--- src/rtl/gnt_ack_arbiter.sv ---
// Round-robin arbiter for one shared resource: registered one-hot grant held until ack
// arrives in the 1..MAX_WAIT window after grant rise, or until timeout.
module gnt_ack_arbiter #(
    parameter int unsigned N        = 4,
    parameter int unsigned MAX_WAIT = 4,
    parameter int unsigned CNT_W    = 8
) (
    input  logic                 clk,
    input  logic                 rst_n,
    input  logic [N-1:0]         req,
    input  logic                 ack,
    output logic [N-1:0]         gnt,
    output logic [$clog2(N)-1:0] gnt_id,
    output logic                 busy,
    output logic                 done,
    output logic                 timeout,
    output logic                 stray_ack,
    output logic [CNT_W-1:0]     timeout_cnt
);

    localparam int unsigned IW = $clog2(N);
    localparam int unsigned WW = $clog2(MAX_WAIT + 1);
    localparam logic [WW-1:0] WAIT_LAST = WW'(MAX_WAIT);

    typedef enum logic [0:0] {StIdle, StWait} state_e;

    state_e           state_q, state_d;
    logic [N-1:0]     gnt_q, gnt_d;
    logic [IW-1:0]    gnt_id_q, gnt_id_d;
    logic             busy_q, busy_d;
    logic             done_q, done_d;
    logic             timeout_q, timeout_d;
    logic             stray_q, stray_d;
    logic [CNT_W-1:0] tcnt_q, tcnt_d;
    logic [WW-1:0]    wait_cnt_q, wait_cnt_d;
    logic [IW-1:0]    last_q, last_d;

    logic             found;
    logic [IW-1:0]    pick;
    logic [IW-1:0]    cand;

    // Scan from last+1 upward with wrap; the first asserted request wins.
    always_comb begin
        found = 1'b0;
        pick  = '0;
        cand  = '0;
        for (int unsigned i = 1; i <= N; i++) begin
            cand = IW'((32'(last_q) + i) % N);
            if (!found && req[cand]) begin
                found = 1'b1;
                pick  = cand;
            end
        end
    end

    always_comb begin
        state_d    = state_q;
        gnt_d      = gnt_q;
        gnt_id_d   = gnt_id_q;
        busy_d     = busy_q;
        done_d     = 1'b0;
        timeout_d  = 1'b0;
        stray_d    = 1'b0;
        tcnt_d     = tcnt_q;
        wait_cnt_d = wait_cnt_q;
        last_d     = last_q;
        unique case (state_q)
            StIdle: begin
                stray_d = ack;
                if (found) begin
                    state_d    = StWait;
                    gnt_d      = {{(N-1){1'b0}}, 1'b1} << pick;
                    gnt_id_d   = pick;
                    busy_d     = 1'b1;
                    wait_cnt_d = '0;
                end
            end
            StWait: begin
                if (wait_cnt_q == '0) begin
                    // Ack in the grant-rise cycle is too early to be a real completion.
                    stray_d    = ack;
                    wait_cnt_d = WW'(1);
                end else if (ack || (wait_cnt_q == WAIT_LAST)) begin
                    done_d    = ack;
                    timeout_d = !ack;
                    if (!ack && (tcnt_q != '1)) begin
                        tcnt_d = tcnt_q + CNT_W'(1);
                    end
                    state_d = StIdle;
                    gnt_d   = '0;
                    busy_d  = 1'b0;
                    last_d  = gnt_id_q;
                end else begin
                    wait_cnt_d = wait_cnt_q + WW'(1);
                end
            end
            default: state_d = StIdle;
        endcase
    end

    always_ff @(posedge clk or negedge rst_n) begin
        if (!rst_n) begin
            state_q    <= StIdle;
            gnt_q      <= '0;
            gnt_id_q   <= '0;
            busy_q     <= 1'b0;
            done_q     <= 1'b0;
            timeout_q  <= 1'b0;
            stray_q    <= 1'b0;
            tcnt_q     <= '0;
            wait_cnt_q <= '0;
            last_q     <= IW'(N - 1);
        end else begin
            state_q    <= state_d;
            gnt_q      <= gnt_d;
            gnt_id_q   <= gnt_id_d;
            busy_q     <= busy_d;
            done_q     <= done_d;
            timeout_q  <= timeout_d;
            stray_q    <= stray_d;
            tcnt_q     <= tcnt_d;
            wait_cnt_q <= wait_cnt_d;
            last_q     <= last_d;
        end
    end

    assign gnt         = gnt_q;
    assign gnt_id      = gnt_id_q;
    assign busy        = busy_q;
    assign done        = done_q;
    assign timeout     = timeout_q;
    assign stray_ack   = stray_q;
    assign timeout_cnt = tcnt_q;

endmodule

--- config.mk ---
export PLATFORM = sky130hd
export DESIGN_NAME = gnt_ack_arbiter
export DESIGN_NICKNAME = d
export VERILOG_FILES = /design/src/rtl/gnt_ack_arbiter.sv
export SDC_FILE = /design/constraint.sdc
export NUM_CORES = 1
export LEC_CHECK = 0
export ABC_CLOCK_PERIOD_IN_PS = 1600
export BUFFER_PORTS_ARGS = -buffer_cell sky130_fd_sc_hd__buf_4
export CELL_PAD_IN_SITES_DETAIL_PLACEMENT = 1
export CELL_PAD_IN_SITES_GLOBAL_PLACEMENT = 1
export CORE_MARGIN = 5
export CORE_UTILIZATION = 35
export DETAILED_ROUTE_END_ITERATION = 16
export GPL_TIMING_DRIVEN = 1
export HOLD_SLACK_MARGIN = 0.03
export MAX_ROUTING_LAYER = met4
export PLACE_DENSITY = 0.73
export SLEW_MARGIN = 20
export SYNTH_ARGS = -nofsm -noshare
export SYNTH_HDL_FRONTEND = slang
export SYNTH_SLANG_ARGS = --single-unit
--- constraint.sdc ---
create_clock -name clk -period 1.6 [get_ports clk]
set_clock_uncertainty 0.1 [all_clocks]
set_input_delay 0.32 -clock clk [delete_from_list [all_inputs] [get_ports clk]]
set_output_delay 0.32 -clock clk [all_outputs]
set_load 0.02 [all_outputs]
# Word-level counts from Yosys, hierarchy flattened

Cells that the tools add are included.

Register bits after elaboration: 24
Input bits: 7
Logic and storage cells: 84

Add/sub/neg operators: 6
Order comparisons: 4
Equal/unequal tests: 6
Shift operators: 1
Mux-type cells: 40
Bitwise logic cells: 2
Reduce and logical (&&, ||, !) cells: 15

Operator list:

| cell                                                                         | number |
|---|---|
| 1-bit two-way mux                                                            | 21 |
| 2-bit by 3-bit less-than comparator with 1-bit output, second input constant | 4 |
| 4-bit two-way mux                                                            | 3 |
| 3-bit two-way mux                                                            | 3 |
| 8-bit by 1-bit adder with 8-bit output, second input constant                | 1 |
| 1-bit binary-select mux with 2-bit select                                    | 4 |
| 2-bit two-way mux                                                            | 4 |
| 8-bit != test, second input constant                                         | 1 |
| 4-bit case mux with 2 select lines                                           | 1 |
| 1-bit case mux with 2 select lines                                           | 3 |
| 3-bit case mux with 2 select lines                                           | 1 |
| 3-bit AND reduction                                                          | 2 |
| 2-bit by 1-bit adder with 2-bit output, second input constant                | 2 |
| 2-bit adder, second input constant                                           | 2 |
| 1-bit logical AND                                                            | 4 |
| 1-bit logical NOT                                                            | 4 |
| 2-bit != test, second input constant                                         | 2 |
| 2-bit AND reduction                                                          | 2 |
| 4-bit AND reduction                                                          | 1 |
| 1-bit by 2-bit << shifter with 4-bit output, first input constant            | 1 |
| 3-bit by 1-bit adder with 3-bit output, second input constant                | 1 |
| 3-bit == test, second input constant                                         | 1 |
| 3-bit logical NOT                                                            | 1 |
| 3-bit != test, second input constant                                         | 1 |
| other kinds (3)                                                              | 4 |

# Depth between registers and ports, before layout

Word-level depth: 16
Gate-level depth with buffers: 7
Depth with buffers taken out: 6

# Worst setup path before layout

No wires, ideal clock.

Kind: register -> register
Start: register wait_cnt_q[0]
End: register tcnt_q[5], in the netlist timeout_cnt[5]
Library setup time: 0.080 ns
Arrival: 1.557 ns
Required time: 1.420 ns
Path slack: -0.136 ns
Stages on the path, launching flop included: 8
Path buffers: 1
Period minus slack after synthesis: 1.736 ns
Cell sequence: dfrtp_1 > inv_1 > ha_1 > and4b_1 > buf_2 > nand4_1 > nor3b_2 > xor2_1

Longest elaborated chain between the ends: 3
Elaborated cells between the ends (all ways): 5
Those cells by class: eq/ne (1); bitwise (1); reduce/logical (3)

RTL lines:

| item                                               | RTL line | source |
|---|---|---|
| from (decl)                                        | 35       | `logic [WW-1:0] wait_cnt_q, wait_cnt_d;` |
| from (signal assigned)                             | 122      | `wait_cnt_q <= wait_cnt_d;` |
| 3-bit == test or 3-bit logical NOT (tied branches) | 83, 79   |  |
| 1-bit logical OR or 1-bit inverter (tied branches) | --       |  |
| 4-bit AND reduction (no line) *                    | --       |  |
| to (signal assigned)                               | 121      | `tcnt_q <= tcnt_d;` |
| to (decl)                                          | 34       | `logic [CNT_W-1:0] tcnt_q, tcnt_d;` |

Mark *: on every way between the ends. The rest lies on a longest branch, timed or not.
A chain may end at the register's enable or synchronous reset.

# Worst setup path after layout

Start: register wait_cnt_q[1]
End: register tcnt_q[5], in the netlist timeout_cnt[5]

The elaborated chain is that of the path after synthesis.

==> results.toml <==
[outcome]
outcome = "finished with violations"
violations = "setup timing"

[place]
port_buffers = 24
hpwlAfterDp_mm = 2.364
place_congestion = 0.9061
pre_cts_ws_ps = -129.5
place_area_mm2 = 0.001546

[sta]
finalHoldViolCount = 0
drv_slew = 0
grt_setup_unrepaired = "true"
tns_ps = -380.2
worstMarginPinSlew_ps = 351.2
slew_headroom = 0.7648
max_freq_ghz = 0.5857
finalSetupViolations = 8
whs_ps = 169.8
finalCritPeriodShare = 1.067
period_needed_ps = 1707
timing.final.ws_setup_ps = -107.3

[synth]
synthesis.nets = 117
synth_top_area_share = 0.4716
synth_area_leaders = "dfrtp_1, dfstp_2, a22o_1"
syn_avg_cell_area_um2 = 10.91
ys_types = 38
synth-seq-cells = 24
yosysSeqAreaShare = 0.5166
synth_ff_type = "dfrtp_1"
yosysWarnings = 0
ys_async_sr_fraction = 1.000
synthCells = 107
synth_top_area_cell = "dfrtp_1"
synth_edf_count = 0
synth_area_mm2 = 0.001167

[drt]
top_layer_used = "met4"
ant_nets = 0
routed_wirelength_mm = 3.281
wl_per_cell_um = 15.85
first_pass_iters = 4
met1_length_mm = 1.354
num_vias = 1035
wl_met2_mm = 1.777
drtIter0Drc = 59
wl_met3_um = 113
drc = 0
vias_per_cell = 5.000

[critical_path]
worstRegToRegCells = 6
required_ps = 1730
cpMaxStageDelayCell = "dfrtp_1"
critical_path_buf_inv_count = 1
critical-path-max-stage-delay_ps = 410
rrSetupSlack_ps = -110
crit_chain = "inv_2 -> ha_4 -> and4b_2 -> nand4_1 -> nor3b_2 -> xor2_1"
cp_data_arrival_time_ps = 1840
critPathMaxFanout = 3
end_kind = "register"
critical_path_class = "register to register"
path_depth = 6
cpLargestDelayFamily = "simple AND/OR/NAND/NOR gates"
cp-start-kind = "register"

[global_routing]
grt_max_degree = 25
antenna_found_initial = 0
grt_pass1_wl_mm = 5.112
first_global_vias = 1099
grt-ovfl-total = 0
grtUsageTotal = 0.1535

[run]
maxCapViolCount = 0

[clock_tree]
cts.reportedPaths.clkPinSlew_ps = 130
htreeDepth = 1
clk_latency_ps = 300
cts_buffer_depth = 2
tritoncts = "yes"
clock-sinks = 24
cts_made_buffers = 3
cts_root_buffer = "clkbuf_4"

[die]
fp-row-count = 21
fp.dieArea_mm2 = 0.004590
initial_core_util = 0.3554
die_x_um = 67.75
die-height_um = 67.75
pin_count = 25
coreArea_mm2 = 0.003284

[power]
leakage_nw = 0.8782
powerDensity_mw_per_mm2 = 1579
peakVddDrop_mv = 0.8121
power_mw = 2.736

[layout]
design_area_mm2 = 0.001733
drive_above_1_share = 0.4845
seq_area_um2 = 605.6
multiInputGateArea_um2 = 594.3
n_antenna_cell = 0
num-fill-cells = 375
areaGrowthSynthToFinish_pct = 48.45
nets = 172

[hold_path]
hold_depth = 2
hp-class = "input pin to register"
metal layers:
metal,up-vias,GRT usage
li1,485,-
met1,527,0.1742
met2,19,0.2770
met3,4,0.02662
met4,0,0.03797
met5,-,-
kinds of logic (layout without fill, tap and decap cells):
| logic type | count (synthesis) | count (layout) | share of synthesized area |
|---|---|---|---|
| fa+ha+maj | 3 | 3 | 0.03216 |
| flops | 24 | 24 | 0.5166 |
| simple gates | 36 | 36 | 0.1747 |
| xor+xnor | 6 | 6 | 0.04502 |
| compound gates | 24 | 24 | 0.1554 |
| mux | 5 | 5 | 0.04609 |
| buf+inv | 9 | 63 | 0.03001 |
cell usage after synthesis, types with 3 or more instances:
| cell type | instances |
|---|---|
| a21oi_1 | 4 |
| nand2_1 | 7 |
| xnor2_1 | 4 |
| ha_1 | 3 |
| inv_1 | 7 |
| nor2_1 | 10 |
| o21ai_0 | 5 |
| mux2_2 | 3 |
| dfrtp_1 | 22 |
| nand2b_1 | 3 |
| a22o_1 | 6 |
registers in the layout, summed over array words and instances, names as in the netlist:
register and count:
wait_cnt_q 3, stray_ack 1, timeout_cnt 8, done 1, timeout 1, gnt 4
gnt_id 2, last_q 2, busy 1, state_q 1
worst paths after layout:
kind | start | to
worst max-delay path | wait_cnt_q[1] | timeout_cnt[5]
worst min-delay path | ack | stray_ack
worst max register to register | wait_cnt_q[1] | timeout_cnt[5]
worst min register to register | timeout_cnt[6] | timeout_cnt[6]
max in group asynchronous | rst_n | last_q[0]
min in group asynchronous | rst_n | timeout_cnt[2]
worst register-to-register path, stage by stage, from the launching register on:
cell and delay (ps):
dfrtp_1 410, inv_2 80, ha_4 150, and4b_2 270, nand4_1 180, nor3b_2 240, xor2_1 200
where the power goes:
group / internal, mW / leakage (nW) / switching (mW)
Clock: 0.253 / 0.0279 / 0.178
Sequential: 0.802 / 0.300 / 0.147
Combinational: 0.698 / 0.550 / 0.657
area by class of cell:
type / instances / area share
Timing Repair Buffer: 52 / 0.2289
Tap cell: 46 / 0.03321
Clock inverter: 1 / 0.01733
Clock buffer: 3 / 0.01300
Multi-Input combinational cell: 74 / 0.3430
Sequential cell: 24 / 0.3495
Inverter: 7 / 0.01516
placed cells by master, fill, tap and decap left out, types with 3 or more instances in the layout:
master	n
buf_4	50
dfrtp_1	20
nor2_1	9
a22o_1	6
inv_1	5
nand2_1	5
o21ai_0	4
a21oi_1	4
mux2_4	3
xnor2_1	3
clkbuf_4	3
through the flow:
step | instances | util
after global routing | 207 | 0.5276
after CTS | 201 | 0.5078
after floorplan | 107 | -
final | 207 | 0.5276
after global placement | 192 | 0.4709
after detailed placement | 192 | 0.4709
what timing repair did:
item / 4_1_cts / 5_1_grt
resized for setup: 9 / 6
setup endpoints to repair: 13 / 13
hold buffers: 1 / 0
setup buffers: 4 / 6
endpoints found under the hold margin: 22 / 0
pin swaps: 4 / 4
(Power assumes the default switching activity.)
